`src/rtl/cybernid_feature_quantizer.sv`:
```
// cybernid_feature_quantizer
// Streaming front-end that turns raw signed traffic features into the 2-bit
// activation codes of the first LUT neuron layer. Each accepted feature is
// compared against three per-feature thresholds; the resulting code is packed
// into a frame vector which is then offered to the layer-0 input register.
// Frames that end early (short) or run past NUM_FEATURES beats (long) are
// still emitted, flagged with err_len and counted in err_cnt.
//
// Ports:
//   clk, rst_n            clock (rising edge) and async active-low reset
//   in_feat/in_valid/in_last/in_ready   feature stream in
//   out_vec/out_valid/out_ready         packed code vector out
//   cfg_we/cfg_idx/cfg_sel/cfg_data     threshold write port
//   err_len               one-cycle pulse on a frame-length error
//   err_cnt               saturating count of length errors
//
// Handshake: a transfer happens on a rising edge where valid and ready are
// both high; valid, once raised, holds its payload until that edge, and
// ready never depends combinationally on valid.

module cybernid_feature_quantizer #(
  parameter int NUM_FEATURES = 16,
  parameter int FEAT_W       = 16,
  parameter int IDX_W        = $clog2(NUM_FEATURES)
) (
  input  logic                      clk,
  input  logic                      rst_n,
  input  logic signed [FEAT_W-1:0]  in_feat,
  input  logic                      in_valid,
  input  logic                      in_last,
  output logic                      in_ready,
  output logic [2*NUM_FEATURES-1:0] out_vec,
  output logic                      out_valid,
  input  logic                      out_ready,
  input  logic                      cfg_we,
  input  logic [IDX_W-1:0]          cfg_idx,
  input  logic [1:0]                cfg_sel,
  input  logic signed [FEAT_W-1:0]  cfg_data,
  output logic                      err_len,
  output logic [7:0]                err_cnt
);

  localparam logic [1:0] ST_COLLECT = 2'd0;
  localparam logic [1:0] ST_HOLD    = 2'd1;
  localparam logic [1:0] ST_DROP    = 2'd2;

  localparam logic signed [FEAT_W-1:0] T0_RST = FEAT_W'(-(1 << (FEAT_W-2)));
  localparam logic signed [FEAT_W-1:0] T1_RST = '0;
  localparam logic signed [FEAT_W-1:0] T2_RST = FEAT_W'(1 << (FEAT_W-2));
  localparam logic [IDX_W-1:0]         LAST_SLOT = IDX_W'(NUM_FEATURES-1);

  logic [1:0]               state;
  logic [IDX_W-1:0]         count;
  logic                     drop_last;  // in_last already consumed while in DROP
  logic signed [FEAT_W-1:0] thr0 [NUM_FEATURES];
  logic signed [FEAT_W-1:0] thr1 [NUM_FEATURES];
  logic signed [FEAT_W-1:0] thr2 [NUM_FEATURES];

  logic       accept;
  logic       out_take;
  logic [1:0] code;
  logic       last_done;

  assign in_ready = (state == ST_COLLECT) || (state == ST_DROP);
  assign accept   = in_valid && in_ready;
  assign out_take = out_valid && out_ready;

  // Count of thresholds passed, so non-monotonic thresholds still give 0..3.
  // Reads the thresholds before any same-edge write lands.
  assign code = 2'(in_feat >= thr0[count]) + 2'(in_feat >= thr1[count])
              + 2'(in_feat >= thr2[count]);

  // In DROP the frame is finished once the closing beat has gone by, now or earlier.
  assign last_done = drop_last || (accept && in_last);

  always_ff @(posedge clk or negedge rst_n) begin
    if (!rst_n) begin
      state     <= ST_COLLECT;
      count     <= '0;
      drop_last <= 1'b0;
      out_vec   <= '0;
      out_valid <= 1'b0;
      err_len   <= 1'b0;
      err_cnt   <= '0;
    end else begin
      err_len <= 1'b0;
      case (state)
        ST_COLLECT: begin
          if (accept) begin
            out_vec[{count, 1'b0} +: 2] <= code;
            if (in_last) begin
              state     <= ST_HOLD;
              out_valid <= 1'b1;
              if (count != LAST_SLOT) begin
                err_len <= 1'b1;
                if (err_cnt != 8'hFF) err_cnt <= err_cnt + 8'd1;
              end
            end else if (count == LAST_SLOT) begin
              state     <= ST_DROP;
              out_valid <= 1'b1;
              drop_last <= 1'b0;
              err_len   <= 1'b1;
              if (err_cnt != 8'hFF) err_cnt <= err_cnt + 8'd1;
            end else begin
              count <= count + 1'b1;
            end
          end
        end
        ST_HOLD: begin
          if (out_take) begin
            state     <= ST_COLLECT;
            out_valid <= 1'b0;
            count     <= '0;
            out_vec   <= '0;
          end
        end
        ST_DROP: begin
          // Overrun beats are swallowed; only the frame end is remembered.
          if (out_take) begin
            out_valid <= 1'b0;
            count     <= '0;
            out_vec   <= '0;
          end
          if (accept && in_last) drop_last <= 1'b1;
          // out_valid low here means the vector has already been taken.
          if (last_done && (!out_valid || out_ready)) begin
            state     <= ST_COLLECT;
            drop_last <= 1'b0;
          end
        end
        default: begin
          state     <= ST_COLLECT;
          out_valid <= 1'b0;
          count     <= '0;
          out_vec   <= '0;
        end
      endcase
    end
  end

  always_ff @(posedge clk or negedge rst_n) begin
    if (!rst_n) begin
      for (int i = 0; i < NUM_FEATURES; i++) begin
        thr0[i] <= T0_RST;
        thr1[i] <= T1_RST;
        thr2[i] <= T2_RST;
      end
    end else if (cfg_we && (32'(cfg_idx) < NUM_FEATURES)) begin
      case (cfg_sel)
        2'd0:    thr0[cfg_idx] <= cfg_data;
        2'd1:    thr1[cfg_idx] <= cfg_data;
        2'd2:    thr2[cfg_idx] <= cfg_data;
        default: ;
      endcase
    end
  end

endmodule

```
`config.mk`:
```
export PLATFORM = sky130hd
export DESIGN_NAME = cybernid_feature_quantizer
export DESIGN_NICKNAME = d
export VERILOG_FILES = /design/src/rtl/cybernid_feature_quantizer.sv
export SDC_FILE = /design/constraint.sdc
export NUM_CORES = 1
export LEC_CHECK = 0
export ABC_CLOCK_PERIOD_IN_PS = 4400
export CAP_MARGIN = 5
export CORE_UTILIZATION = 56
export DETAILED_ROUTE_END_ITERATION = 10
export HOLD_SLACK_MARGIN = 0.05
export PLACE_DENSITY = 0.79
export SETUP_SLACK_MARGIN = 0.02
export SLEW_MARGIN = 25
export SYNTH_ARGS = -nofsm -noshare
export SYNTH_HDL_FRONTEND = slang
export SYNTH_SLANG_ARGS = --single-unit
```
`constraint.sdc`:
```
create_clock -name clk -period 4.4 [get_ports clk]
set_input_delay 0.44 -clock clk [delete_from_list [all_inputs] [get_ports clk]]
set_output_delay 0.44 -clock clk [all_outputs]
set_load 0.02 [all_outputs]
```
Word level (Yosys, flattened, before mapping):

Index checks and enable logic that the tools add are counted.

* output and inout port bits: 43
* flip-flop bits (word level): 817
* word-level logic and storage cells: 159

* bitwise logic cells: 2
* equal/unequal tests: 17
* shift operators: 2
* muxes and demuxes: 49
* add/subtract/negate cells: 5
* reductions and logical operators: 23
* magnitude comparators: 6

Operators by type and width (number)
* $bwmux W256: 3
* $bmux W16 S4: 3
* $mux W16: 7
* $demux W16 S4: 1
* $mux W32: 2
* $pmux W32 S2: 1
* $ge A16 B16 Y1: 3
* $bwmux W32: 1
* $mux W8: 4
* $shift A2 B7 Y32 const A: 1
* $shiftx A2 B7 Y32: 1
* $mux W4: 4
* $mux W1: 14
* $reduce_and A4 Y1: 3
* $ge A5 B5 Y1 const B: 2
* $mux W2: 5
* $not A4 Y5: 2
* $add A8 B1 Y8 const B: 1
* $ne A2 B1 Y1 const B: 4
* $ne A2 B2 Y1 const B: 4
* $ne A8 B8 Y1 const B: 1
* $pmux W4 S2: 1
* $reduce_and A2 Y1: 4
* $neg A5 Y7: 1
* other kinds (20): 31

Longest topological paths before layout:

Gate-level depths: netlist (run 1).

* depth in word-level cells: 11
* mapped depth: 18
* depth with buffers taken out: 15

Worst setup path after synthesis (run 1):

OpenSTA, ideal clock, no wires.

* path type: register -> register
* from: register count[1]
* to: register out_vec[20]
* stages on the path, launching flop included: 15
* period minus slack after synthesis: 4146 ps
* buffers on the path: 3
* arrival: 4064 ps
* setup slack: 254 ps
* library setup time: 83 ps
* required time: 4317 ps
* cells stage by stage: dfrtp_1 > buf_2 > buf_2 > clkbuf_1 > mux4_2 > a221oi_1 > ha_1 > and4_1 > nand2_1 > a211oi_1 > a2111oi_0 > mux2i_1 > fa_1 > or2_2 > o22ai_1

* word-level cells in the longest chain between the ends: 11

RTL lines
* from (decl): RTL line 53 `logic [IDX_W-1:0] count;`
* from (signal assigned): RTL line 105 `count <= count + 1'b1;`
* $not A4 Y5 (not written as such): RTL line 70, 71
* $bmux W16 S4: RTL line 70 `assign code = 2'(in_feat >= thr0[count]) + 2'(in_feat >= thr1[count])`
* $mux W16 (not written as such) (2 in series): RTL line 70
* $ge A16 B16 Y1: RTL line 70
* $add A1 B1 Y2: RTL line 70
* $add A2 B1 Y2: RTL line 71 `+ 2'(in_feat >= thr2[count]);`
* $shiftx A2 B7 Y32: RTL line 90 `out_vec[{count, 1'b0} +: 2] <= code;`
* $bwmux W32 *: RTL line 90
* $mux W32 *: RTL line 89 `if (accept) begin`
* $pmux W32 S2 *: RTL line 87 `case (state)`
* to (signal, indexed assignment): RTL line 90
* to (decl): RTL line 32 `output logic [2*NUM_FEATURES-1:0] out_vec,`

Mark *: on every way between the ends. The rest lies on a longest branch, timed or not. The select of a mux whose other input is x is not followed.
A chain may end at the register's enable or synchronous reset.

Worst setup path in the final report (run 1):

* from: register count[0]
* to: register out_vec[2]

The elaborated chain is that of the path after synthesis.

==> impl_results.md, run 1 <==
- Status: complete, but fails checks
- Violated checks: setup timing
- Met2 WL post-DR: 52400 um
- CTS tree: built
- Slack of the critical path: -364 ps
- Largest net degree at the start of global routing: 129
- First-pass DRT Iterations: 5
- TritonCTS Buffers: 86
- Multi-input logic area: between 0.015 and 0.02 mm^2
- Clock sinks: about 820
- Met3 wire length: 7840 um
- Gpl congestion: 0.868
- Kind of critical path: reg -> reg
- Area Growth Syn to Fin: 18.2%
- Ys flop type: dfrtp_1
- Sequential share of power: between 30% and 40%
- Antenna Nets Post-Route: 0
- Total Routing Usage GR: between 30% and 40%
- Die width: 266 um
- Crit start category: flop
- Maximum fanout along the worst path: 8
- First-pass GRT wire length: 163000 um
- Sw power: 8730 uW
- FMAX: between 200 and 250 MHz
- Vias/cell: 6.52
- Wire per inst: 28.1 um
- Register bit total from synthesis: 817
- Slew Viols, Final: 0
- Final hold violation count: 0
- CTS max path bufs: 3
- Reg clk slew, reported paths: 70 ps
- Worst-margin pin slew: 1110 ps
- RSZ-0062 raised after global routing: true
- Pre-CTS setup slack: -435 ps
- Peak VDD IR: 493 uV
- Full die area: roughly 0.071 mm^2
- LEAKAGE: around 0.021 uW
- Ys Warns: 0
- Uppermost routed layer: met5
- Hold Path Class: in -> async
- Max-cap violations: 0
- Min cycle time layout: approximately 4800 ps
- Filler Cell Count: 4547
- Post-synth EDFFs: 0
- Core ar.: 0.0687 mm^2
- Register area: 0.0205 mm^2
- Max stage delay cell, worst path: fa_2
- DR DRC count: 0
- Hpwl dp: between 60000 and 70000 um
- Layout Nets: between 2000 and 3000
- End-of-flow core utilization: 67.1%
- Post-synth cell types: a little over 70
- Port Buffers: 86
- Sw Share: around a third
- # setup viols final: 27
- Number of global-route vias before repair: 26500
- Initial antenna violation count: 8
- Crit end category: flop
- Post-Synthesis Cells: 2738
- Combinational share of power: between 30% and 40%
- Slew headroom: between 20% and 30%
- Via count: 25200
- Core Rows: 96
- Worst Skew: 37.4 ps
- Post-Syn Area per Cell: 14.2 um^2
- Root Driver: clkbuf_16
- PwrDens: around 580 mW/mm^2
- Detailed-route wire length: 109000 um
- Critical Path, Cell by Cell: buf_12 -> buf_16 -> buf_6 -> mux2i_2 -> a221oi_2 -> nor2_1 -> nor2_1 -> a221oi_2 -> ha_1 -> nand4_1 -> nor2_1 -> a221o_1 -> a211oi_4 -> mux2i_4 -> fa_2 -> nor2_4 -> nand3_4 -> o2bb2ai_1
- Clock latency on the worst-skew pair: 660 ps
- Pint: 17900 uW
- Sequential area share after synthesis: between 50 and 60%
- Syn nets: 2840
- Critical Path Most Common Cell: nor2_1
- Asr flop ratio synth: 100%
- I/O pins: between 80 and 90
- Non-filler cells, final: roughly 3900
- Proportion of layout cells with a drive suffix above 1: 48.3%
- Worst EP arrival: 5330 ps
- Clock share of power: 28.4%
- Die Y: around 270 um
- Worst EP required: 4970 ps
- M1 WL: 43500 um
- Starting density of the core: approximately 57%
- Post-synthesis cell area: between 0.03 and 0.04 mm^2
- CP max stage delay: 600 ps
- # placed instances: 3650
- Initial DRC Count: 2556
- H-tree lvl count: 3
- Total congestion overflow: 0
- Final period util: 108%
==> worst paths after layout <==
kind | cells past startpoint | slack, ps | to | from
setup / recovery | 18 | -360 | out_vec[2] | count[0]
hold / removal | 2 | 420 | err_cnt[5] | rst_n
setup reg to reg | 18 | -360 | out_vec[2] | count[0]
hold reg to reg | 1 | 490 | thr1[135] | thr1[135]
max in group asynchronous | 3 | 2630 | thr0[181] | rst_n
min in group clk | 2 | 450 | thr1[60] | cfg_data[12]
==> cell usage after synthesis, types with 9 or more instances <==
cell / number / area, um^2
ha_1: 57 / 713
inv_1: 25 / 93.8
nor2_1: 106 / 398
a221oi_1: 117 / 1020
nor2_8: 13 / 260
mux2_1: 66 / 743
nand2_1: 63 / 236
o21ai_0: 21 / 105
nand2_2: 24 / 150
buf_4: 10 / 75.1
a21oi_1: 41 / 205
nor3_1: 9 / 45.0
dfstp_2: 48 / 1260
buf_2: 70 / 350
mux2i_1: 178 / 1780
mux2_2: 703 / 7920
buf_6: 15 / 169
o22ai_1: 16 / 100
nand4_1: 12 / 75.1
dfrtp_1: 769 / 19200
nand3_1: 20 / 100
mux4_2: 112 / 2520
clkbuf_1: 130 / 488
==> power groups by stage <==
stage,Clock [uW],Sequential (uW),Combinational [uW]
after floorplan,0,9120,4910
after global placement,0,9180,7380
after detailed placement,0,9280,7630
after CTS,7600,9180,8940
after global routing,7910,9320,10400
final,7560,9220,9860
==> cells in the final DEF (no fill, tap or decap), drive strengths merged, types with 18 or more instances in the layout <==
master and count:
ha 57, buf 190, o21ai 22, mux2 769
clkinv 18, inv 27, nor2 121, clkdlybuf4s50 69
mux2i 178, a21oi 41, nand2 87, nand3 20
dfrtp 769, a221oi 117, mux4 112, dfstp 48
clkbuf 128
==> layer usage <==
layer	GRT usage (%)	vias up
met3	5.33	280
li1	-	10500
met1	41.0	13400
met4	14.0	2
met2	49.4	1088
met5	0	-
==> logic make-up (layout without fill, tap and decap cells) <==
kind of cell / Yosys count / after routing / share of synthesized area (%)
other: 0 / 8 / 0
AOI/OAI and AO/OA: 242 / 242 / 4.66
adders and majority gates: 58 / 58 / 1.88
DFF: 817 / 817 / 52.6
buffers and inverters: 253 / 444 / 3.05
xor gates and xnor gates: 12 / 12 / 0.270
muxes: 1059 / 1059 / 33.3
and+or+nand+nor: 297 / 297 / 4.27
==> state kept, by name, summed over array words and instances (netlist names) <==
name	cells
count	4
thr1	256
out_valid	1
thr2	256
err_len	1
drop_last	1
thr0	256
out_vec	32
state	2
err_cnt	8
==> through the flow <==
| step | total power [uW] | TNS, ps | hold WS [ps] | cell area (um^2) |
|---|---|---|---|---|
| floorplan | 14000 | 0 | 144 | 39000 |
| global placement | 16600 | -4930 | 461 | 41200 |
| detailed placement | 16900 | -9050 | 470 | 41200 |
| CTS | 25700 | -416 | 459 | 45400 |
| global route | 27600 | -7800 | 467 | 46100 |
| finish | 26600 | -5810 | 417 | 46100 |
==> repair_timing <==
item | in CTS | in global routing
hold buffers | 1 | 0
cloned | 10 | 1
pin swaps | 70 | 47
endpoints found under the hold margin | 80 | 0
resized for setup | 145 | 94
endpoints found under the setup margin | 32 | 32
setup buffers | 29 | 21
==> worst max-delay path, delay by kind of cell (launching register included) <==
| family | cells | cell delay [ps] |
|---|---|---|
| AND/OR/NAND/NOR | 6 | 750 |
| buffers and inverters | 3 | 480 |
| adder cells (fa/ha/maj) | 2 | 960 |
| AO/OA/AOI/OAI | 5 | 1300 |
| multiplexers | 2 | 560 |
| flip-flops | 1 | 590 |
==> final cells by class <==
cell class / count / share of cell area [%]
Clock buffer: 127 / 5.58
Clock inverter: 27 / 0.769
Sequential cell: 817 / 44.5
Multi-Input combinational cell: 1668 / 39.9
Antenna cell: 8 / 0.0435
Inverter: 26 / 0.212
Timing Repair Buffer: 264 / 6.48
Tap cell: 931 / 2.53
Power figures use the tool's default switching activity.
==> inputs of run 2 (changes only) <==
CORE_MARGIN = 1.5   (was not set)
CORE_UTILIZATION = 35   (was 56)
PLACE_DENSITY = 0.55   (was 0.79)
==> run 2 against run 1 <==
Effect of this change:
- the flow still finishes with violations (setup timing)
- first-iteration DRC count down 37%
- critical path depth up 1
- final area grew 2.4%
- sequential share of layout area fell by 1.0 points
- largest power group unchanged
- clock power increased by 2%
- via count is 2.6% lower
- sequential cell count unchanged
- sequential power fell by 0.8%
- register-to-register slack better by 190 ps
- total power shrank 1.1%
- critical endpoint is now out_vec[18]
- non-clock buffer count increased by 73
==> impl_results.md, run 2 (same netlist as run 1, synthesis figures left out) <==
- End-of-flow core utilization: approximately 43%
- Number of global-route vias before repair: 26800
- Gpl congestion: roughly 0.83
- # setup viols final: 18
- First-pass DRT Iterations: 5
- TritonCTS Buffers: 92
- DR DRC count: 0
- Die width: between 300 and 400 um
- Starting density of the core: between 30% and 40%
- Reg clk slew, reported paths: 60 ps
- CP max stage delay: 570 ps
- Slew Viols, Final: 0
- Total Routing Usage GR: 20.4%
- Commonest non-fill, non-tap cell in the layout: dfrtp_1
- Via count: 24600
- Area Growth Syn to Fin: 21.0%
- Initial antenna violation count: 1
- Register area: 0.0205 mm^2
- Full die area: between 0.1 and 0.15 mm^2
- PwrDens: 559 mW/mm^2
- Clock latency on the worst-skew pair: 680 ps
- Slew headroom: 29.6%
- I/O pins: between 80 and 90
- Hold_ws: 335 ps
- Initial DRC Count: 1604
- Worst EP required: 4980 ps
- Filler Cell Count: ~10000
- First-pass GRT wire length: 173000 um
- Ant. Diodes: 0
- Vias/cell: 5.45
- Die Y: roughly 340 um
- Multi-input logic area: 0.0182 mm^2
- Kind of critical path: reg -> reg
- Antenna Nets Post-Route: 0
- FMAX: 219 MHz
- Root Driver: clkbuf_16
- Most frequent cells in the layout: dfrtp_1 (765), mux2_2 (703), buf_4 (190), mux2i_1 (168), mux4_2 (112)
- Final hold violation count: 0
- Status: complete, but fails checks
- Port Buffers: 86
- CTS tree: built
- Detailed-route wire length: 113000 um
- Proportion of layout cells with a drive suffix above 1: 48.8%
- Worst-margin pin slew: 1060 ps
- Hold Path Class: in -> async
- Min cycle time layout: between 4000 and 5000 ps
- CTS max path bufs: 3
- Peak VDD IR: 296 uV
- Max-cap violations: 0
- Core ar.: 0.111 mm^2
- Hpwl dp: 70600 um
- Largest net degree at the start of global routing: 113
- Critical Path, Cell by Cell: buf_12 -> buf_12 -> buf_12 -> buf_12 -> mux4_2 -> a221oi_4 -> buf_4 -> ha_4 -> and4_4 -> nand2_4 -> a21oi_2 -> a2111oi_2 -> buf_4 -> mux2i_1 -> buf_4 -> fa_2 -> nor2_4 -> nand3_4 -> o22ai_2
- Final period util: 104%
- H-tree lvl count: 3
- Slack of the critical path: -171 ps
- LEAKAGE: 0.0213 uW
- Clock sinks: 817
- Worst EP arrival: between 5000 and 6000 ps
- Wire per inst: between 20 and 30 um
- Crit end category: flop
- Critical Path Most Common Cell: buf_12
- Violated checks: setup timing
- Crit start category: flop
- RSZ-0062 raised after global routing: true
- Worst Skew: 21.3 ps
- Layout Nets: 3044
- Max stage delay cell, worst path: fa_2
- Core Rows: about 120
- Top flop regs: thr0 (256), thr1 (256), thr2 (256)
- Total congestion overflow: 0
- Maximum fanout along the worst path: 7
run 2: changes by cell type in the layout (fill, tap and decap cells not counted), moves of 5 or more:
cell,delta
diode_2,-8
mux2i_1,+9
bufinv_16,-6
mux2i_2,-7
buf_4,+76
a221oi_1,+9
clkbuf_8,+6
a221oi_2,-11
buf_6,-5
buf_12,+6
run 2: final timing paths:
check / startpoint / to / slack [ps] / depth (start not counted)
worst max-delay path: count[0] / out_vec[18] / -170 / 19
worst min-delay path: rst_n / err_cnt[5] / 340 / 2
worst max register to register: count[0] / out_vec[18] / -170 / 19
worst min register to register: thr2[141] / thr2[141] / 480 / 1
max in group asynchronous: rst_n / thr2[181] / 2660 / 3
min in group clk: cfg_data[15] / thr1[159] / 400 / 2
run 2: critical path, delay by kind of cell (launching register included):
| kind | cells | cell delay (ps) |
|---|---|---|
| buffers and inverters | 7 | 1090 |
| AO/OA/AOI/OAI | 4 | 930 |
| adder cells (fa/ha/maj) | 2 | 760 |
| multiplexers | 2 | 650 |
| AND/OR/NAND/NOR | 4 | 540 |
| flip-flops | 1 | 510 |
run 2: stage by stage:
stage,total power (uW),instance area (um^2),setup slack [ps],cells,setup TNS [ps]
floorplan,14000,39000,254,2738,0
global placement,17000,42400,-579,4277,-13810
detailed placement,17300,42400,-613,4278,-15430
CTS,26300,46900,-73.9,4497,-533
global route,27700,47200,-333,4506,-5210
finish,26400,47200,-171,4506,-1790
run 2: final cells by class:
cell class / instances / share of cell area, %
inverters: 26 / 0.207
clock inverters: 29 / 0.589
clock buffers: 141 / 5.87
well taps: 1488 / 3.95
multi-input cells: 1668 / 38.5
repair buffers: 337 / 7.40
flip-flops and latches: 817 / 43.5
run 2: power breakdown:
group | switching, uW | internal (uW) | leakage (uW) | total, uW
clock network | 3210 | 4480 | 0.00151 | 7680
logic | 4730 | 4790 | 0.00903 | 9520
registers | 573 | 8580 | 0.0107 | 9150
total | 8520 | 17800 | 0.0213 | 26400
run 2: what timing repair did:
item	CTS	global route
hold buffers	1	0
setup buffers	44	7
cloned	6	0
resized for setup	156	36
endpoints found under the setup margin	32	32
hold endpoints to repair	81	0
pin swaps	64	23
run 2: metal layers:
| metal | routed length, um | share of wire [%] | track usage, % | vias up |
|---|---|---|---|---|
| met3 | 4200 | 3.7 | 2.77 | 158 |
| li1 | - | - | - | 10600 |
| met5 | 0 | 0 | 0 | - |
| met4 | 2810 | 2.5 | 5.45 | 0 |
| met1 | 50400 | 44 | 27.0 | 13300 |
| met2 | 56000 | 49 | 34.9 | 525 |
